## config.mk

```make
export PLATFORM = sky130hd
export DESIGN_NAME = vga_test_pattern_flat
export DESIGN_NICKNAME = d
export VERILOG_FILES = /design/src/rtl/vga_test_pattern_if.sv /design/src/rtl/vga_test_pattern.sv /design/src/flat_wrapper.sv
export SDC_FILE = /design/constraint.sdc
export NUM_CORES = 1
export LEC_CHECK = 0
export CAP_MARGIN = 30
export CELL_PAD_IN_SITES_DETAIL_PLACEMENT = 0
export CELL_PAD_IN_SITES_GLOBAL_PLACEMENT = 2
export CORE_MARGIN = 4
export CORE_UTILIZATION = 29
export DETAILED_ROUTE_END_ITERATION = 10
export PLACE_DENSITY = 0.85
export SYNTH_ARGS = -nofsm -noshare
export SYNTH_HDL_FRONTEND = slang
export SYNTH_SLANG_ARGS = --single-unit
```

## constraint.sdc

```tcl
create_clock -name clk -period 3.8 [get_ports clk]
set_input_delay 0.76 -clock clk [delete_from_list [all_inputs] [get_ports clk]]
set_output_delay 0.76 -clock clk [all_outputs]
set_load 0.02 [all_outputs]
```

## src/rtl/vga_test_pattern_if.sv

```systemverilog
`default_nettype none
// ============================================================================
// Module      : vga_test_pattern_if
// Description : Pixel position, mode request and colour/status bundle for
//               the VGA test pattern generator.
// Revision    : 1.0 - initial release
// ============================================================================
interface vga_test_pattern_if #(
  parameter int COLOR_BITS = 4,
  parameter int H_WHOLE    = 800,
  parameter int V_WHOLE    = 525
);
  logic [$clog2(H_WHOLE)-1:0] column;
  logic [$clog2(V_WHOLE)-1:0] row;
  logic [1:0]                 mode_req;
  logic [COLOR_BITS-1:0]      red;
  logic [COLOR_BITS-1:0]      green;
  logic [COLOR_BITS-1:0]      blue;
  logic [1:0]                 mode;
  logic [7:0]                 frame_count;

  modport master (
    output column, row, mode_req,
    input  red, green, blue, mode, frame_count
  );

  modport slave (
    input  column, row, mode_req,
    output red, green, blue, mode, frame_count
  );
endinterface
`default_nettype wire

```

## src/rtl/vga_test_pattern.sv

```systemverilog
`default_nettype none
// ============================================================================
// Module      : vga_test_pattern
// Description : Multi-mode VGA test pattern generator (bars, checker,
//               gradient, scrolling bars); mode switches only at end of frame.
//               Optional border: define VGA_TEST_PATTERN_BORDER_EN.
// Revision    : 1.0 - initial release
// ============================================================================
module vga_test_pattern #(
  parameter int COLOR_BITS    = 4,
  parameter int NUM_BARS      = 8,
  parameter int H_VISIBLE     = 640,
  parameter int H_WHOLE       = 800,
  parameter int V_VISIBLE     = 480,
  parameter int V_WHOLE       = 525,
  parameter int CHECK_SHIFT   = 5,
  parameter int SCROLL_FRAMES = 8
) (
  input  logic                clk,
  input  logic                reset_n,
  vga_test_pattern_if.slave   vga
);

  localparam int c_col_w    = $clog2(H_WHOLE);
  localparam int c_row_w    = $clog2(V_WHOLE);
  localparam int c_bar_w    = H_VISIBLE / NUM_BARS;
  localparam int c_bars_end = NUM_BARS * c_bar_w;
  localparam int c_px_w     = (c_bar_w > 1) ? $clog2(c_bar_w) : 1;
  localparam int c_idx_w    = $clog2(NUM_BARS + 1);
  localparam int c_div_w    = (SCROLL_FRAMES > 1) ? $clog2(SCROLL_FRAMES) : 1;
  localparam int c_off_w    = (NUM_BARS > 1) ? $clog2(NUM_BARS) : 1;
  localparam int c_red_bits = (COLOR_BITS < 10) ? COLOR_BITS : 10;
  localparam int c_grn_bits = (COLOR_BITS < 9) ? COLOR_BITS : 9;
  localparam int c_blu_bits = (COLOR_BITS < 8) ? COLOR_BITS : 8;
  localparam logic [COLOR_BITS-1:0] c_ones = {COLOR_BITS{1'b1}};

  typedef enum logic [1:0] {
    MODE_BARS     = 2'd0,
    MODE_CHECKER  = 2'd1,
    MODE_GRADIENT = 2'd2,
    MODE_SCROLL   = 2'd3
  } mode_t;

  mode_t                 r_mode;
  logic [7:0]            r_frame;
  logic [c_div_w-1:0]    r_div;
  logic [c_off_w-1:0]    r_off;
  logic [c_px_w-1:0]     r_bar_px;
  logic [c_idx_w-1:0]    r_bar_idx;
  logic [COLOR_BITS-1:0] r_red, r_green, r_blue;

  logic                  w_eof, w_visible, w_in_bars, w_border, w_unused;
  logic [15:0]           w_col_ext, w_row_ext;
  logic [c_px_w-1:0]     w_bar_px;
  logic [c_idx_w-1:0]    w_bar_idx;
  logic [c_idx_w:0]      w_sum;
  logic [2:0]            w_code;
  logic [COLOR_BITS-1:0] w_red, w_green, w_blue;

  assign w_col_ext = 16'(vga.column);
  assign w_row_ext = 16'(vga.row);
  assign w_unused  = ^{w_col_ext, w_row_ext};

  assign w_eof     = (vga.column == c_col_w'(H_WHOLE - 1)) && (vga.row == c_row_w'(V_WHOLE - 1));
  assign w_visible = (vga.column < c_col_w'(H_VISIBLE)) && (vga.row < c_row_w'(V_VISIBLE));
  assign w_in_bars = vga.column < c_col_w'(c_bars_end);

`ifdef VGA_TEST_PATTERN_BORDER_EN
  assign w_border = (vga.column == '0) || (vga.column == c_col_w'(H_VISIBLE - 1)) ||
                    (vga.row == '0) || (vga.row == c_row_w'(V_VISIBLE - 1));
`else
  assign w_border = 1'b0;
`endif

  // Bar position of the current column, derived from the previous column's
  // registered position so no divider is needed.
  always_comb begin
    w_bar_px  = '0;
    w_bar_idx = '0;
    if (vga.column != '0) begin
      if (r_bar_px == c_px_w'(c_bar_w - 1)) begin
        w_bar_px  = '0;
        w_bar_idx = (r_bar_idx < c_idx_w'(NUM_BARS)) ? r_bar_idx + 1'b1 : r_bar_idx;
      end else begin
        w_bar_px  = r_bar_px + 1'b1;
        w_bar_idx = r_bar_idx;
      end
    end
  end

  always_comb begin
    w_sum = {1'b0, w_bar_idx} + (c_idx_w + 1)'(r_off);
    if (w_sum >= (c_idx_w + 1)'(NUM_BARS))
      w_sum = w_sum - (c_idx_w + 1)'(NUM_BARS);
  end

  always_comb begin
    w_red   = '0;
    w_green = '0;
    w_blue  = '0;
    w_code  = (r_mode == MODE_SCROLL) ? 3'(w_sum) : 3'(w_bar_idx);
    case (r_mode)
      MODE_BARS, MODE_SCROLL: begin
        if (w_in_bars) begin
          w_red   = w_code[2] ? c_ones : '0;
          w_green = w_code[1] ? c_ones : '0;
          w_blue  = w_code[0] ? c_ones : '0;
        end
      end
      MODE_CHECKER: begin
        if (w_col_ext[CHECK_SHIFT] ^ w_row_ext[CHECK_SHIFT]) begin
          w_red   = c_ones;
          w_green = c_ones;
          w_blue  = c_ones;
        end
      end
      MODE_GRADIENT: begin
        w_red   = COLOR_BITS'(w_col_ext[9 -: c_red_bits]);
        w_green = COLOR_BITS'(w_row_ext[8 -: c_grn_bits]);
        w_blue  = COLOR_BITS'(r_frame[c_blu_bits-1:0]);
      end
      default: ;
    endcase
    if (w_border) begin
      w_red   = c_ones;
      w_green = c_ones;
      w_blue  = c_ones;
    end
    if (!w_visible) begin
      w_red   = '0;
      w_green = '0;
      w_blue  = '0;
    end
  end

  always_ff @(posedge clk) begin
    if (!reset_n) begin
      r_mode    <= MODE_BARS;
      r_frame   <= '0;
      r_div     <= '0;
      r_off     <= '0;
      r_bar_px  <= '0;
      r_bar_idx <= '0;
      r_red     <= '0;
      r_green   <= '0;
      r_blue    <= '0;
    end else begin
      r_bar_px  <= w_bar_px;
      r_bar_idx <= w_bar_idx;
      r_red     <= w_red;
      r_green   <= w_green;
      r_blue    <= w_blue;
      if (w_eof) begin
        r_mode  <= mode_t'(vga.mode_req);
        r_frame <= r_frame + 8'd1;
        if (r_div == c_div_w'(SCROLL_FRAMES - 1)) begin
          r_div <= '0;
          r_off <= (r_off == c_off_w'(NUM_BARS - 1)) ? '0 : r_off + 1'b1;
        end else begin
          r_div <= r_div + 1'b1;
        end
      end
    end
  end

  assign vga.red         = r_red;
  assign vga.green       = r_green;
  assign vga.blue        = r_blue;
  assign vga.mode        = r_mode;
  assign vga.frame_count = r_frame;

endmodule
`default_nettype wire
```

## src/flat_wrapper.sv

```systemverilog
// flat-port wrapper written by rule: the top's interface ports become plain ports
module vga_test_pattern_flat 
#(
  parameter int COLOR_BITS    = 4,
  parameter int NUM_BARS      = 8,
  parameter int H_VISIBLE     = 640,
  parameter int H_WHOLE       = 800,
  parameter int V_VISIBLE     = 480,
  parameter int V_WHOLE       = 525,
  parameter int CHECK_SHIFT   = 5,
  parameter int SCROLL_FRAMES = 8
)
  (clk, reset_n, vga_column, vga_row, vga_mode_req, vga_red, vga_green, vga_blue, vga_mode, vga_frame_count);
  vga_test_pattern_if #(.COLOR_BITS(COLOR_BITS), .H_WHOLE(H_WHOLE), .V_WHOLE(V_WHOLE)) vga_i ();
  input  logic clk;
  input  logic reset_n;
  input wire logic [$bits(vga_i.column)-1:0] vga_column;
  input wire logic [$bits(vga_i.row)-1:0] vga_row;
  input wire logic [$bits(vga_i.mode_req)-1:0] vga_mode_req;
  output wire logic [$bits(vga_i.red)-1:0] vga_red;
  output wire logic [$bits(vga_i.green)-1:0] vga_green;
  output wire logic [$bits(vga_i.blue)-1:0] vga_blue;
  output wire logic [$bits(vga_i.mode)-1:0] vga_mode;
  output wire logic [$bits(vga_i.frame_count)-1:0] vga_frame_count;
  assign vga_i.column = vga_column;
  assign vga_i.row = vga_row;
  assign vga_i.mode_req = vga_mode_req;
  assign vga_red = vga_i.red;
  assign vga_green = vga_i.green;
  assign vga_blue = vga_i.blue;
  assign vga_mode = vga_i.mode;
  assign vga_frame_count = vga_i.frame_count;
  vga_test_pattern #(.COLOR_BITS(COLOR_BITS), .NUM_BARS(NUM_BARS), .H_VISIBLE(H_VISIBLE), .H_WHOLE(H_WHOLE), .V_VISIBLE(V_VISIBLE), .V_WHOLE(V_WHOLE), .CHECK_SHIFT(CHECK_SHIFT), .SCROLL_FRAMES(SCROLL_FRAMES)) u_core (.clk(clk), .reset_n(reset_n), .vga(vga_i));
endmodule
```

==> results by stage, run 1 <==
STA:
- For the pin with the worst max-slew slack, the measured transition is 0.6536 ns.
- The number of failing hold endpoints at the final stage is 0.
- The maximum operating frequency is 313.4 MHz.
- The shortest clock period the worst path allows after layout is 3.191 ns.
- Setup repair after global routing left no endpoint under its margin.
- The setup TNS is 0 ns.
- Headroom to the max-slew limit came out at 56.29%.
- The setup clock skew after layout is 0.005590 ns.
- The period utilization is 83.97%.
- Setup violations remaining at the end of the flow were counted as 0.
- The number of pins exceeding their max-slew limit in the final report is 0.

Power:
- The clock power share is 46.8%.
- The standby leakage power is 0.9979 nW.
- The combinational power share is 5.8%.
- Sequential cells burn 47.4% of the power.
- The worst-case IR drop observed on VDD is 0.1403 mV.
- The analysis attributes to net switching a power of 0.0001672 W.
- Net switching is 19.21% of the power.
- The internal cell power is 0.0007031 W.
- The total power density per cell area is 338.1 nW/um^2.

Placed design:
- Routability-driven placement finished with a final weighted congestion of 0.7151.
- The port buffer count is 45.
- The number of placed instances, taps included, is 325.
- The total cell area at the placement stage is 2441 sq um.
- Once detailed placement completed, the half-perimeter wirelength came to 3.328 mm.

Setup path:
- The worst setup path is captured at a flop.
- The most repeated library cell on the critical path is sky130_fd_sc_hd__nand3_1.
- Traced cell by cell, the critical path runs through clkdlybuf4s50_1, nor3_1, nand3_1, inv_1, nor2_1, ha_1, fa_1, xor2_1, nand2_1, nand3_1, mux2i_1, o31a_1.
- Data on the critical path arrives at its endpoint at 3.37 ns.
- The worst setup path category is in2reg.
- The slowest stage of the critical path belongs to the cell sky130_fd_sc_hd__clkdlybuf4s50_1.
- The worst setup path is launched from an input port.
- The worst endpoint required time is 3.98 ns.
- Along the worst path, the maximum fanout reaches 5.
- The largest stage delay on the critical path is 0.46 ns.

Cells and area:
- 0 antenna diodes ended up in the layout.
- Relative to the synthesized area, the layout overhead comes to 33.23%.
- The post-route standard cell area excluding fillers is 2574 sq um.
- The non-filler instance count after layout is 333.
- Cells with a size suffix above 1 make up 5.859% of the layout.
- The number of nets in the layout is 291.
- Fill cells in the final layout number 659.

Synth:
- The post-synthesis cell area is 1932 sq um.
- The cell count after synthesis came out at 211.
- The fraction of registers with async set/reset is 0%.
- Sequential elements use 40.41% of the synthesized area.
- Synthesis inferred 39 register bits.
- The number of nets handed over by synthesis was 247.
- The Yosys step of the flow raised 0 warnings.
- The number of enable flip-flop cells after synthesis is 0.
- The number of distinct library cell variants in the gate-level netlist after synthesis is 41.
- The most instantiated flip-flop cell in the synthesis netlist is sky130_fd_sc_hd__dfxtp_1.
- The synthesized area per cell is 9.156 sq um.

CTS:
- The depth of the CTS H-tree is 2.
- TritonCTS built the clock tree.
- The post-cts hold buffer count is 0.
- In this run the deepest clock path goes through 2 buffers.
- The number of sinks driven by the clock tree is 39.
- Clock-pin slew was measured on the worst setup and hold paths at 0.08 ns.
- The post-CTS setup buffer count is 0.
- The number of cells upsized or downsized after cts is 0.
- The tree is rooted in a sky130_fd_sc_hd__clkbuf_8.
- The clock reaches the later pin of the worst-skew pair after 0.29 ns.
- The number of clock buffers inserted by TritonCTS is 5.

Run status:
- The run finished with clean final reports.

Detailed routing:
- In this run the remaining antenna-violating nets after routing total 0.
- For this run, design rule violations remaining after detail routing come to 0.
- After detailed routing, the average wire length per cell comes to 13.05 um.
- The final routed wirelength across all metal layers is 4.344 mm.
- The number of iterations in the first detailed-routing pass is 4.
- The via count is 1565.
- In the routed layout, each cell is associated on average with a via count of 4.700.
- The detailed router finished its first iteration with 31 violations.

Job:
- Max-cap violations in this run came to 0.

Hold path:
- The worst hold-check path type is reg2reg.

GRT:
- The via count of the first global-routing pass is 1509.
- For this run, the total global-route usage over all layers was measured as 11.95%.
- The overall overflow remaining after global route is 0.
- The first global-routing pass estimated 7.307 mm of wire.
- The initial antenna violation count is 0.
- The pin count of the biggest net entering global routing is 21.

Die:
- The die footprint is 8032 sq um.
- In this run the core area contains 29 standard-cell rows.
- The x dimension of the die is 89.62 um.
- The initial utilization of the core area, before any placement, comes to 30.08%.
- The total area inside the core boundary comes to 6422 sq um.
- The die extent in y is 89.62 um.
- In this run the count of I/O pins placed on the die edge is 46.
area by class of cell:
cell class                      count  area, sq um  area share (%)
Tap cell                           77        96.34           3.743
Multi-Input combinational cell    157         1087           42.25
Clock inverter                      2        60.06           2.333
Inverter                            7        26.28           1.021
Clock buffer                        6        72.57           2.820
Timing Repair Buffer               45        450.4           17.50
Sequential cell                    39        780.7           30.34
logic make-up (layout without fill, tap and decap cells):
logic type                 count (synthesis)  after routing  share of synthesized area, %
AOI/OAI and AO/OA                         36             36                         12.76
muxes                                     10             10                         5.182
xor gates and xnor gates                  12             12                         5.440
DFF                                       39             39                         40.41
adders and majority gates                 12             12                         8.161
and+or+nand+nor                           87             87                         24.74
buffers and inverters                     15             60                         3.304
power by group through the flow:
stage	combinational (W)	sequential, W	clock (W)
after global routing	0.0000552	0.000413	0.000439
final	0.0000504	0.000413	0.000407
after floorplan	0.0000182	0.000422	0
after detailed placement	0.0000508	0.000422	0
after global placement	0.0000508	0.000422	0
after CTS	0.0000509	0.000413	0.000421
synth_stat cells (3+ instances only):
library cell / instances / share of area, %
sky130_fd_sc_hd__dfxtp_1: 39 / 40
sky130_fd_sc_hd__nand3_1: 11 / 2.8
sky130_fd_sc_hd__o31a_1: 4 / 1.8
sky130_fd_sc_hd__ha_1: 11 / 7.1
sky130_fd_sc_hd__clkbuf_1: 7 / 1.4
sky130_fd_sc_hd__nor4_1: 5 / 1.6
sky130_fd_sc_hd__and2_1: 4 / 1.3
sky130_fd_sc_hd__nand2_1: 22 / 4.3
sky130_fd_sc_hd__mux2i_1: 10 / 5.2
sky130_fd_sc_hd__o21a_1: 10 / 3.9
sky130_fd_sc_hd__nor3_1: 3 / 0.78
sky130_fd_sc_hd__nor2_1: 16 / 3.1
sky130_fd_sc_hd__nor2b_1: 8 / 2.6
sky130_fd_sc_hd__a21oi_1: 12 / 3.1
sky130_fd_sc_hd__xor2_1: 4 / 1.8
sky130_fd_sc_hd__xnor2_1: 8 / 3.6
sky130_fd_sc_hd__inv_1: 7 / 1.4
sequential cells by signal, summed over array words and instances (netlist names):
register and flops:
u_core.r_bar_px 7, u_core.vga.green 4, u_core.r_off 3, u_core.r_div 3, u_core.r_bar_idx 4, u_core.vga.mode 2
u_core.vga.red 4, u_core.vga.frame_count 8, u_core.vga.blue 4
placed cells by master (no fill, tap or decap), types with 2 or more instances in the layout:
cell	instances
sky130_fd_sc_hd__o21ai_1	2
sky130_fd_sc_hd__nand3_1	11
sky130_fd_sc_hd__nor3_1	3
sky130_fd_sc_hd__mux2i_1	10
sky130_fd_sc_hd__o31a_2	2
sky130_fd_sc_hd__or3_1	2
sky130_fd_sc_hd__and4_1	2
sky130_fd_sc_hd__xnor2_1	8
sky130_fd_sc_hd__nand2_1	22
sky130_fd_sc_hd__bufinv_16	2
sky130_fd_sc_hd__a21oi_1	12
sky130_fd_sc_hd__inv_1	7
sky130_fd_sc_hd__nor4_1	5
sky130_fd_sc_hd__clkdlybuf4s50_1	45
sky130_fd_sc_hd__dfxtp_1	39
sky130_fd_sc_hd__and2_1	4
sky130_fd_sc_hd__o31a_1	4
sky130_fd_sc_hd__ha_1	11
sky130_fd_sc_hd__xor2_1	4
sky130_fd_sc_hd__nor2_1	16
sky130_fd_sc_hd__o21a_1	10
sky130_fd_sc_hd__clkbuf_8	5
sky130_fd_sc_hd__nor2b_1	8
sky130_fd_sc_hd__nand4_1	2
sky130_fd_sc_hd__and3_1	2
per-layer routing:
metal | global-route usage, % | part of all wire [%]
met5 | 0 | 0
met4 | 4.060 | 1.2
met3 | 3.558 | 4.5
met2 | 17.69 | 42
met1 | 16.52 | 52
final timing paths:
path,start,endpoint,slack (ns),cells after the start
max,vga_column[5],u_core.vga.red[1]$_SDFF_PN0_,0.61,12
min,u_core.r_bar_px[0]$_SDFF_PP0_,u_core.r_bar_px[0]$_SDFF_PP0_,0.44,1
max reg2reg,u_core.r_bar_px[6]$_SDFF_PP0_,u_core.vga.red[1]$_SDFF_PN0_,0.88,10
min reg2reg,u_core.r_bar_px[0]$_SDFF_PP0_,u_core.r_bar_px[0]$_SDFF_PP0_,0.44,1
worst max-delay path: cells and delay by family:
family	cells	cell delay, ns
XOR/XNOR	1	0.18
multiplexers	1	0.12
AND/OR/NAND/NOR	5	0.82
adder cells (fa/ha/maj)	2	0.57
buffers and inverters	2	0.59
AO/OA/AOI/OAI	1	0.33
stage by stage:
stage / power, W / hold WS (ns) / setup slack (ns) / utilization, %
floorplan: 0.0004403 / 0.4130 / 1.114 / -
global placement: 0.0004730 / 0.4250 / 0.3953 / 38.01
detailed placement: 0.0004731 / 0.4338 / 0.3210 / 38.01
CTS: 0.0008842 / 0.4485 / 0.6260 / 40.07
global route: 0.0009077 / 0.4774 / 0.3785 / 40.07
finish: 0.0008703 / 0.4444 / 0.6092 / 40.07
Power figures use the tool's default switching activity.
==> run 2: changes to the inputs <==
Settings changed: CORE_UTILIZATION 29 to 26, PLACE_DENSITY 0.85 to 0.81.
Clock period 3.8 ns to 2.8 ns, I/O delays scaled along.
==> run 2 against run 1 <==
Net effect:
- register-to-register slack got worse by 0.67 ns
- count of clock-buffer cells in the layout did not move
- routed wire length is 7.0% higher
- largest cell class unchanged
- largest power group unchanged
==> results by stage, run 2 (synthesized netlist as in run 1, its figures left out) <==
Placed design:
- The port buffer count is 45 (unchanged).
- The total instance count after detailed placement is 363 (+12%).
- The detailed placer's ending HPWL is 3.538 mm (+6.3%).
- The placer congestion estimate is 0.7284 (+1.9%).

Cells and area:
- The non-filler instance count after layout was 372 (+12%).
- Leaving out fill and tap cells, the most frequent cell in the layout is sky130_fd_sc_hd__clkdlybuf4s50_1.
- The antenna diode instance count was 0 (unchanged).
- In the layout the commonest cells are 44 x sky130_fd_sc_hd__clkdlybuf4s50_1, 38 x sky130_fd_sc_hd__dfxtp_1, 22 x sky130_fd_sc_hd__nand2_1.
- The share of post-route cells with drive strength above 1 is 15.38% (+9.5 points).
- The number of nets in the layout is 308 (+5.8%).
- The synthesis-to-layout area growth is 42.55%.
- The number of flip-flops in the largest register is 8 (unchanged).

GRT:
- The met2 demand-to-capacity share in global routing is 17.97% (+0.28 points).
- The via count of the first global-routing pass is 1650 (+9.3%).
- The routing usage on met1 is 14.14% (-2.4 points).
- In this run the most used layer during global routing was met2.
- The global-route wire length before repair was 7.652 mm (+4.7%).
- The overall overflow remaining after global route came to 0 (unchanged).
- The overall fraction of global-route tracks in use is 10.97% (-0.98 points).
- The pin count of the biggest net entering global routing is 19 (-9.5%).
- The global-route track usage on met3 is 2.564% (-0.99 points).
- The initial antenna violation count came to 0 (unchanged).

Setup path:
- The worst setup path is captured at a flop.
- For this design, the slowest cell found on the critical path is sky130_fd_sc_hd__clkdlybuf4s50_1.
- The kind of start point of the critical path is an input port.
- The critical path goes through clkdlybuf4s50_1, nor4_2, nand3_1, inv_2, nor2_1, ha_1, fa_2, xor2_2, nand2_1, nand3_1, mux2i_2, o31a_1.
- The endpoint arrival time on the critical path is 2.85 ns (-0.52 ns).
- The largest fanout of any net on the critical path was 4 (-1).
- The largest stage delay on the critical path was 0.43 ns (-0.03 ns).
- The worst endpoint required time is 2.98 ns (-1.00 ns).
- The worst setup path category is in2reg.
- The most repeated library cell on the critical path is sky130_fd_sc_hd__nand3_1.

Die:
- The die extent in y is 94.20 um (+5.1%).
- The core area is 7253 sq um (+13%).
- The boundary pin count is 46 (unchanged).
- The x dimension of the die was 94.20 um (+5.1%).
- The number of rows in the core area is 31 (+6.9%).
- The effective utilization at floorplan came to 26.63% (-3.4 points).
- The die footprint was 8874 sq um (+10%).

Power:
- The clock power share came to 43.8% (-3.0 points).
- The internal cell power is 0.0008910 W (+27%).
- The switching power of the nets is 0.0002377 W (+42%).
- The register share of total power was 49.6% (+2.2 points).
- The final total power is 0.001129 W (+30%).
- The standby leakage power is 1.077 nW (+8.0%).
- The largest voltage drop on the vdd net is 0.1776 mV (+27%).
- The total power density per cell area was 409.9 nW/um^2 (+21%).
- The net switching share of the total power is 21.06% (+1.8 points).
- The combinational power share is 6.6% (+0.8 points).

STA:
- The final count of negative-setup-slack endpoints was 0 (unchanged).
- The setup clock skew after layout is 0.01693 ns (+0.01134 ns).
- The slew at the pin closest to its max-slew limit is 0.4127 ns (-0.2409 ns).
- The number of failing hold endpoints at the final stage is 0 (unchanged).
- The maximum operating frequency is 374.3 MHz.
- The number of pins exceeding their max-slew limit in the final report is 0 (unchanged).
- The relative max-transition margin was 72.42% (+16 points).
- Counting I/O delays and the setup requirement, the final critical path takes 2.671 ns.
- The period utilization is 95.41%.

CTS:
- The clock latency reported for the late side of the worst-skew pair is 0.29 ns (about the same).
- The number of sinks driven by the clock tree is 39 (unchanged).
- TritonCTS built the clock tree.
- The depth of the CTS H-tree is 2 (unchanged).
- The CTS root buffer is sky130_fd_sc_hd__clkbuf_8.
- The CTS clock-pin slew for the worst setup and hold paths came to 0.08 ns (about the same).
- The maximum buffer depth of the clock tree came to 2 (unchanged).
- The number of clock buffers inserted by TritonCTS is 5 (unchanged).

Detailed routing:
- The final routed DRC violation total came to 0 (unchanged).
- The remaining antenna violation count after routing is 0 (unchanged).
- The number of iterations in the first detailed-routing pass is 4 (unchanged).
- The starting DRC count in detailed routing is 30 (-3.2%).
- The routed length per instance is 12.50 um (-4.2%).
- The via count is 1651 (+5.5%).
- The final routed wirelength across all metal layers is 4.650 mm (+7.0%).
- The ratio of routed vias to standard cells is 4.438 (-5.6%).

Run status:
- The run finished with clean final reports.

Job:
- The count of maximum capacitance violations is 0 (unchanged).

Hold path:
- The path class of the tightest hold or removal check is reg2reg.
run 2: cell types whose count changed in the layout (fill, tap and decap cells not counted), sizes merged:
| cell | before | now |
|---|---|---|
| clkdlybuf4s50 | 45 | 44 |
| clkinv | 0 | 1 |
| buf | 0 | 17 |
| bufinv | 2 | 1 |
| dlymetal6s2s | 0 | 1 |
run 2: routing by layer:
layer	routed length, um	share of wire (%)	vias to the layer above
met3	162	3.5	4
li1	-	-	857
met4	43	0.92	0
met2	2214	48	27
met1	2230	48	763
met5	0	0	-
run 2: worst max-delay path, delay by kind of cell:
kind | cells | cell delay [ns]
simple gates | 5 | 0.66
fa+ha+maj | 2 | 0.54
buf+inv | 2 | 0.52
compound gates | 1 | 0.31
xor+xnor | 1 | 0.16
mux | 1 | 0.10
run 2: what timing repair did:
action | in CTS | in global routing
gates resized for setup | 3 | 8
hold buffers | 0 | 0
setup buffers | 0 | 1
setup endpoints to repair | 4 | 4
cloned | 0 | 0
pin swaps | 0 | 2
run 2: power by group through the flow:
| stage | Combinational [W] | Clock [W] | Sequential [W] |
|---|---|---|---|
| 2_1_floorplan | 0.0000248 | 0 | 0.000573 |
| 3_3_place_gp | 0.0000735 | 0 | 0.000573 |
| 3_5_place_dp | 0.0000735 | 0 | 0.000573 |
| 4_1_cts | 0.0000744 | 0.000512 | 0.000560 |
| 5_1_grt | 0.0000806 | 0.000532 | 0.000561 |
| 6_report | 0.0000741 | 0.000494 | 0.000560 |
run 2: final timing paths:
| path | from | end | slack (ns) | cells after the start |
|---|---|---|---|---|
| min | u_core.r_bar_px[0]$_SDFF_PP0_ | u_core.r_bar_px[0]$_SDFF_PP0_ | 0.44 | 1 |
| max reg2reg | u_core.r_bar_px[6]$_SDFF_PP0_ | u_core.vga.red[1]$_SDFF_PN0_ | 0.21 | 12 |
| max | vga_column[4] | u_core.vga.red[1]$_SDFF_PN0_ | 0.13 | 12 |
| min reg2reg | u_core.r_bar_px[0]$_SDFF_PP0_ | u_core.r_bar_px[0]$_SDFF_PP0_ | 0.44 | 1 |
run 2: through the flow:
step | cell area (sq um) | utilization [%] | TNS, ns | setup WS [ns] | hold slack [ns]
after global placement | 2589 | 35.69 | -1.161 | -0.2630 | 0.4265
after global routing | 2754 | 37.97 | -0.01882 | -0.01053 | 0.4732
after floorplan | 1932 | - | 0 | 0.1146 | 0.4130
after CTS | 2718 | 37.47 | 0 | 0.0001983 | 0.4456
after detailed placement | 2589 | 35.69 | -1.426 | -0.3267 | 0.4349
final | 2754 | 37.97 | 0 | 0.1286 | 0.4407
run 2: final cells by class:
cell class	instances	area (sq um)
inverter	7	26.28
clock buffer	6	82.58
tap	99	123.9
timing repair buffer	62	580.6
fill	747	4499
clock inverter	2	35.03
multi-input combinational	157	1124
sequential	39	782.0
